==> config.mk <==
export PLATFORM = sky130hd
export DESIGN_NAME = spi_slave
export DESIGN_NICKNAME = d
export VERILOG_FILES = /design/src/rtl/spi_slave_pkg.sv /design/src/rtl/spi_sync_edge.sv /design/src/rtl/spi_slave.sv
export SDC_FILE = /design/constraint.sdc
export NUM_CORES = 2
export LEC_CHECK = 0
export CAP_MARGIN = 20
export CORE_ASPECT_RATIO = 0.75
export CORE_UTILIZATION = 50
export DETAILED_ROUTE_END_ITERATION = 8
export PLACE_DENSITY = 0.65
export SYNTH_ARGS = -nofsm -noshare
export SYNTH_HDL_FRONTEND = slang
export SYNTH_HIERARCHICAL = 1
export SYNTH_SLANG_ARGS = --single-unit
==> constraint.sdc <==
create_clock -name clock -period 7.5 [get_ports clock]
set_clock_uncertainty 0.15 [all_clocks]
set_input_delay 1.5 -clock clock [delete_from_list [all_inputs] [get_ports clock]]
set_output_delay 1.5 -clock clock [all_outputs]
set_load 0.02 [all_outputs]
==> src/rtl/spi_slave_pkg.sv <==
// Shared types and constants for the 32-IMU SPI capture bridge.
package spi_slave_pkg;

  typedef enum logic [2:0] {
    ST_IDLE,
    ST_CMD,
    ST_LOAD,
    ST_SEND,
    ST_IGNORE
  } state_e;

  localparam logic [7:0] CMD_LOAD = 8'hB0;
  localparam logic [7:0] CMD_SEND = 8'h90;
  localparam int         NUM_IMU  = 32;

endpackage

==> src/rtl/spi_sync_edge.sv <==
// Two-flop synchroniser with rise/fall detection on the synchronised level.
module spi_sync_edge #(
  parameter logic RESET_VAL = 1'b0
) (
  input  logic clock,
  input  logic rst,
  input  logic din,
  output logic rise,
  output logic fall
);

  logic [1:0] sync_q, sync_d;
  logic       prev_q, prev_d;
  logic [1:0] settle_q, settle_d;

  // Edges are masked until the whole chain holds real input, so a line that
  // is already low or high when reset releases never looks like an edge.
  always_comb begin
    sync_d   = {sync_q[0], din};
    prev_d   = sync_q[1];
    settle_d = (settle_q == 2'd3) ? settle_q : settle_q + 2'd1;
  end

  always_ff @(posedge clock or negedge rst) begin
    if (!rst) begin
      sync_q   <= {2{RESET_VAL}};
      prev_q   <= RESET_VAL;
      settle_q <= 2'd0;
    end else begin
      sync_q   <= sync_d;
      prev_q   <= prev_d;
      settle_q <= settle_d;
    end
  end

  assign rise = (settle_q == 2'd3) &  sync_q[1] & ~prev_q;
  assign fall = (settle_q == 2'd3) & ~sync_q[1] &  prev_q;

endmodule

==> src/rtl/spi_slave.sv <==
// SPI mode-0 slave: LOAD captures 32 IMU lines per SCLK rise, SEND streams them back.
module spi_slave
  import spi_slave_pkg::*;
#(
  parameter int DEPTH = 128
) (
  input  logic clock,
  input  logic rst,
  input  logic sclk,
  input  logic mosi,
  input  logic cs_n,
  input  logic IMU_MISO1,  input  logic IMU_MISO2,  input  logic IMU_MISO3,  input  logic IMU_MISO4,
  input  logic IMU_MISO5,  input  logic IMU_MISO6,  input  logic IMU_MISO7,  input  logic IMU_MISO8,
  input  logic IMU_MISO9,  input  logic IMU_MISO10, input  logic IMU_MISO11, input  logic IMU_MISO12,
  input  logic IMU_MISO13, input  logic IMU_MISO14, input  logic IMU_MISO15, input  logic IMU_MISO16,
  input  logic IMU_MISO17, input  logic IMU_MISO18, input  logic IMU_MISO19, input  logic IMU_MISO20,
  input  logic IMU_MISO21, input  logic IMU_MISO22, input  logic IMU_MISO23, input  logic IMU_MISO24,
  input  logic IMU_MISO25, input  logic IMU_MISO26, input  logic IMU_MISO27, input  logic IMU_MISO28,
  input  logic IMU_MISO29, input  logic IMU_MISO30, input  logic IMU_MISO31, input  logic IMU_MISO32,
  output logic miso,
  output logic LED_CMD,
  output logic LED_LOAD,
  output logic LED_SEND
);

  localparam int AW = $clog2(DEPTH);
  localparam int CW = AW + 1;
  localparam int BW = CW + 5;
  localparam logic [CW-1:0] DEPTH_C = CW'(DEPTH);

  logic sclk_rise, sclk_fall, cs_rise, cs_fall;
  logic [NUM_IMU-1:0] imu_raw, imu_s;
  logic [NUM_IMU:0]   data_s1_q, data_s1_d, data_s2_q, data_s2_d;
  logic               mosi_s;

  spi_sync_edge #(.RESET_VAL(1'b0)) u_sclk_sync (
    .clock(clock), .rst(rst), .din(sclk), .rise(sclk_rise), .fall(sclk_fall)
  );

  spi_sync_edge #(.RESET_VAL(1'b1)) u_cs_sync (
    .clock(clock), .rst(rst), .din(cs_n), .rise(cs_rise), .fall(cs_fall)
  );

  assign imu_raw = {IMU_MISO32, IMU_MISO31, IMU_MISO30, IMU_MISO29, IMU_MISO28, IMU_MISO27,
                    IMU_MISO26, IMU_MISO25, IMU_MISO24, IMU_MISO23, IMU_MISO22, IMU_MISO21,
                    IMU_MISO20, IMU_MISO19, IMU_MISO18, IMU_MISO17, IMU_MISO16, IMU_MISO15,
                    IMU_MISO14, IMU_MISO13, IMU_MISO12, IMU_MISO11, IMU_MISO10, IMU_MISO9,
                    IMU_MISO8,  IMU_MISO7,  IMU_MISO6,  IMU_MISO5,  IMU_MISO4,  IMU_MISO3,
                    IMU_MISO2,  IMU_MISO1};

  // Same two-stage depth as sclk, so each sample lines up with its SCLK edge.
  assign data_s1_d = {mosi, imu_raw};
  assign data_s2_d = data_s1_q;
  assign mosi_s    = data_s2_q[NUM_IMU];
  assign imu_s     = data_s2_q[NUM_IMU-1:0];

  state_e             state_q, state_d;
  logic [2:0]         bit_cnt_q, bit_cnt_d;
  logic [6:0]         shift_q, shift_d;
  logic [CW-1:0]      count_q, count_d;
  logic [BW-1:0]      rd_bit_q, rd_bit_d;
  logic               miso_q, miso_d;
  logic               led_cmd_q, led_cmd_d, led_load_q, led_load_d, led_send_q, led_send_d;
  logic               wr_en;
  logic [7:0]         cmd_byte;
  logic [AW-1:0]      wr_addr, rd_addr;
  logic [NUM_IMU-1:0] rd_data_q;

  assign cmd_byte = {shift_q, mosi_s};
  assign wr_addr  = count_q[AW-1:0];
  assign rd_addr  = rd_bit_q[AW+4:5];

  always_comb begin
    state_d   = state_q;
    bit_cnt_d = bit_cnt_q;
    shift_d   = shift_q;
    count_d   = count_q;
    rd_bit_d  = rd_bit_q;
    miso_d    = miso_q;
    wr_en     = 1'b0;
    if (cs_rise) begin
      state_d = ST_IDLE;
    end else begin
      case (state_q)
        ST_IDLE: if (cs_fall) begin
          state_d   = ST_CMD;
          bit_cnt_d = 3'd0;
        end
        ST_CMD: if (sclk_rise) begin
          shift_d   = cmd_byte[6:0];
          bit_cnt_d = bit_cnt_q + 3'd1;
          if (bit_cnt_q == 3'd7) begin
            if (cmd_byte == CMD_LOAD) begin
              state_d = ST_LOAD;
              count_d = '0;
            end else if (cmd_byte == CMD_SEND) begin
              state_d  = ST_SEND;
              rd_bit_d = '0;
            end else begin
              state_d = ST_IGNORE;
            end
          end
        end
        ST_LOAD: if (sclk_rise && (count_q < DEPTH_C)) begin
          wr_en   = 1'b1;
          count_d = count_q + 1'b1;
        end
        // The bit pointer saturates so an over-long readout keeps returning zeros.
        ST_SEND: if (sclk_fall) begin
          miso_d = (rd_bit_q[BW-1:5] < count_q) ? rd_data_q[rd_bit_q[4:0]] : 1'b0;
          if (rd_bit_q != '1) rd_bit_d = rd_bit_q + 1'b1;
        end
        default: ;
      endcase
    end
    if (state_d != ST_SEND) miso_d = 1'b0;
    led_cmd_d  = (state_d == ST_CMD);
    led_load_d = (state_d == ST_LOAD);
    led_send_d = (state_d == ST_SEND);
  end

  always_ff @(posedge clock or negedge rst) begin
    if (!rst) begin
      data_s1_q  <= '0;
      data_s2_q  <= '0;
      state_q    <= ST_IDLE;
      bit_cnt_q  <= 3'd0;
      shift_q    <= 7'd0;
      count_q    <= '0;
      rd_bit_q   <= '0;
      miso_q     <= 1'b0;
      led_cmd_q  <= 1'b0;
      led_load_q <= 1'b0;
      led_send_q <= 1'b0;
    end else begin
      data_s1_q  <= data_s1_d;
      data_s2_q  <= data_s2_d;
      state_q    <= state_d;
      bit_cnt_q  <= bit_cnt_d;
      shift_q    <= shift_d;
      count_q    <= count_d;
      rd_bit_q   <= rd_bit_d;
      miso_q     <= miso_d;
      led_cmd_q  <= led_cmd_d;
      led_load_q <= led_load_d;
      led_send_q <= led_send_d;
    end
  end

  // Capture buffer: one write port, one registered read port, contents not reset.
  logic [NUM_IMU-1:0] mem [DEPTH];

  always_ff @(posedge clock) begin
    if (wr_en) mem[wr_addr] <= imu_s;
    rd_data_q <= mem[rd_addr];
  end

  assign miso     = miso_q;
  assign LED_CMD  = led_cmd_q;
  assign LED_LOAD = led_load_q;
  assign LED_SEND = led_send_q;

endmodule

==> reports/qor.yml <==
final_common_cell: "sky130_fd_sc_hd__edfxtp_1"
timing.slew.headroom: 0.04857
p_leak_nw: 53.71
period_share: 0.6805
portBuffers: 40
cts_num_sinks: 4242
post-synth-top-area-cell: "sky130_fd_sc_hd__edfxtp_1"
layout.cells.most_common_list: "sky130_fd_sc_hd__edfxtp_1, sky130_fd_sc_hd__mux2i_1, sky130_fd_sc_hd__mux4_2"
area_fraction_of_the_dominant_cell_type_after_synthesis: 0.7609
total_nets_after_synthesis: 7557
initialDrtViolationCount: 12600
detailedPlace.worstSlack_ns: 2.438
run_status: "completed"
top_level_ports: 41
cts_hold_repair.buffers: 0
synth-async-reset-ratio: 0.02687
clkSlewWorstSetupHoldPaths_ns: 0.06
via_per_inst: 6.544
drt-wirelength-per-cell_um: 35.98
firstDrtPassIters: 8
cts_resized: 0
final_cell_area_um2: 182400
drt.antenna.violating_nets: 0
hold-path-cell-count: 0
power.ir.vdd_worst_mv: 0.2216
die_area_um2: 325600
gate_count_post_synth: 7507
drcViolationCount: 0
fin_setup_tns_ns: 0
floorplan.initialDensity: 0.5033
grt_start_max_net_pins: 109
buffers_inserted_by_post_cts_timing_repair: 0
finish.net_count: 7906
worst_max_slew_pin_slew_ns: 1.427
seq_area_frac_synth: 0.7825
ys_ff_latch: 4242
post_synthesis_instance_area_um2: 161600
netlist-cell-type-count: 56
timing.fmax_mhz: 195.9
critPathLaunch: "rd_bit_q[5]$_DFFE_PN0P_"
grt_pass1_wl_um: 622100
grt_setup_unrepaired: "no"
worst-endpoint-required_ns: 8.11
die_h_um: 494.4
grt_pass1_vias: 78450
worstHoldStart: "data_s1_q[9]$_DFF_PN0_"
p_total_mw: 46.57
areaGrowthSynthToFinish_pct: 12.85
synth.yosys.warnings: 6
max-clock-path-buffers: 4
grt_remaining_overflow: 0
tritoncts_clock_tree: "done"
ff2ff_path_depth: 7
placedCellCount: 11720
crit_arrival_ns: 5.71
setup_ws_ns: 2.396
period_minus_slack_ns: 5.104
hold_viol: 0
cts-htree-levels: 5
die_x_um: 658.5
power.density_cell_area_nw_per_um2: 255.3
placementRows: 180
worst_setup_start_kind: "flip-flop"
synth_area_per_cell_um2: 21.53
drv.max_cap_violation_count: 0
setup_violations: 0
detailroute.via_count: 81590
worstSkewPairLatency_ns: 0.94
yosys_most_used_dff: "sky130_fd_sc_hd__edfxtp_1"
synth_top_cells_by_area: "sky130_fd_sc_hd__edfxtp_1, sky130_fd_sc_hd__mux4_2, sky130_fd_sc_hd__mux2i_1, sky130_fd_sc_hd__dfrtp_1, sky130_fd_sc_hd__a22oi_1"
instances_no_fill: 12470
worst_setup_path_end_kind: "flip-flop"
synth_enable_flop_cells: 4096
hold_class: "flip-flop to flip-flop"
ctsRootBufferMaster: "sky130_fd_sc_hd__clkbuf_16"
critical_path.max_fanout: 55
grt_util_all_layers: 0.2744
rrSetupSlack_ns: 2.40
hpwl_um: 259900
grt_antenna_before_repair: 39
core_area_um2: 321200
cts_inserted_buffers: 396
placement.cell_area_um2: 169400
gp_congestion: 0.9535
setup.worst_path.class: "flip-flop to flip-flop"
regToRegStartpoint: "rd_bit_q[5]$_DFFE_PN0P_"
post_route_cells_drive_above_1_share: 0.2334
final_count_of_pins_violating_max_slew: 0
totalWireLength_um: 448500
## logic make-up (layout without fill, tap and decap cells)
kind of cell    count (synthesis)  in the layout  synth area share
flops                        4242           4242            0.7825
mux                          1568           1568            0.1573
compound gates                769            769           0.03260
simple gates                  467            467           0.01281
buf+inv                       446           1113           0.01362
fa+ha+maj                      13             13          0.001006
xor+xnor                        2              2         0.0001084
other cells                     0             16                 0
## synth_stat cells (5+ instances only)
library cell / n
sky130_fd_sc_hd__and3_1: 5
sky130_fd_sc_hd__buf_2: 122
sky130_fd_sc_hd__mux2_2: 10
sky130_fd_sc_hd__nor2_1: 166
sky130_fd_sc_hd__mux2i_1: 780
sky130_fd_sc_hd__a211oi_1: 50
sky130_fd_sc_hd__a21oi_1: 90
sky130_fd_sc_hd__mux4_2: 776
sky130_fd_sc_hd__buf_1: 39
sky130_fd_sc_hd__a22o_1: 10
sky130_fd_sc_hd__nor2b_1: 9
sky130_fd_sc_hd__o22a_1: 19
sky130_fd_sc_hd__a41oi_1: 23
sky130_fd_sc_hd__a31oi_1: 73
sky130_fd_sc_hd__inv_1: 14
sky130_fd_sc_hd__dfxtp_1: 32
sky130_fd_sc_hd__nand3_1: 92
sky130_fd_sc_hd__buf_6: 16
sky130_fd_sc_hd__dfrtp_1: 111
sky130_fd_sc_hd__a22oi_1: 212
sky130_fd_sc_hd__buf_4: 68
sky130_fd_sc_hd__ha_1: 13
sky130_fd_sc_hd__nand2_1: 151
sky130_fd_sc_hd__o21ai_1: 16
sky130_fd_sc_hd__o21ai_0: 112
sky130_fd_sc_hd__nand4_1: 14
sky130_fd_sc_hd__edfxtp_1: 4096
sky130_fd_sc_hd__clkbuf_1: 187
sky130_fd_sc_hd__a221o_1: 10
sky130_fd_sc_hd__a221oi_1: 70
sky130_fd_sc_hd__o22ai_1: 46
sky130_fd_sc_hd__o211ai_1: 29
## flip-flops by register name, summed over array words and instances (netlist names), 2 cells and up
| name | cells |
|---|---|
| data_s1_q | 33 |
| u_sclk_sync/sync_q | 2 |
| state_q | 3 |
| u_sclk_sync/settle_q | 2 |
| shift_q | 7 |
| rd_bit_q | 13 |
| mem | 4096 |
| data_s2_q | 33 |
| rd_data_q | 32 |
| u_cs_sync/settle_q | 2 |
| bit_cnt_q | 3 |
| u_cs_sync/sync_q | 2 |
| count_q | 8 |
## where the power goes
group | switching (mW) | total, mW | internal [mW] | leakage (nW)
clock | 8.69 | 20.0 | 11.3 | 6.24
combinational | 0.280 | 0.332 | 0.0522 | 9.06
sequential | 0.223 | 26.2 | 26.0 | 38.4
total | 9.19 | 46.6 | 37.4 | 53.7
## critical path, cell delays in order (launching register included)
cell	delay, ns
sky130_fd_sc_hd__dfrtp_4	1.21
sky130_fd_sc_hd__buf_12	0.46
sky130_fd_sc_hd__buf_4	0.64
sky130_fd_sc_hd__mux4_2	0.59
sky130_fd_sc_hd__mux2i_1	0.18
sky130_fd_sc_hd__o22ai_1	0.41
sky130_fd_sc_hd__a211oi_1	1.13
sky130_fd_sc_hd__a41oi_1	0.07
## worst paths after layout
path | end
min reg2reg | data_s2_q[9]$_DFF_PN0_
max | rd_data_q[9]$_DFF_P_
max in group asynchronous | data_s2_q[12]$_DFF_PN0_
min | data_s2_q[9]$_DFF_PN0_
max reg2reg | rd_data_q[9]$_DFF_P_
min in group asynchronous | data_s1_q[32]$_DFF_PN0_
## routing by layer
layer  up-vias  global-route usage  wire [um]
met5         -                   0         72
met3       726             0.08336      60310
met2      5058              0.3889     193600
met4        12             0.09187      16430
li1      32200                   -          -
met1     43590              0.4083     178200
## cell type report
type / count / area, um2
fill: 23280 / 138700
tap: 4277 / 5351
sequential: 4242 / 126600
multi-input combinational: 2819 / 34060
timing repair buffer: 383 / 3523
inverter: 14 / 52.55
clock buffer: 489 / 10450
antenna: 16 / 40.04
clock inverter: 227 / 2306
## through the flow
step / util / hold slack, ns
global placement: 0.5264 / 0.1841
detailed placement: 0.5276 / 0.1847
finish: 0.5680 / 0.1906
floorplan: - / 0.1812
CTS: 0.5673 / 0.1994
global route: 0.5679 / 0.2090
Note: power is estimated with default switching activity, not from simulation.
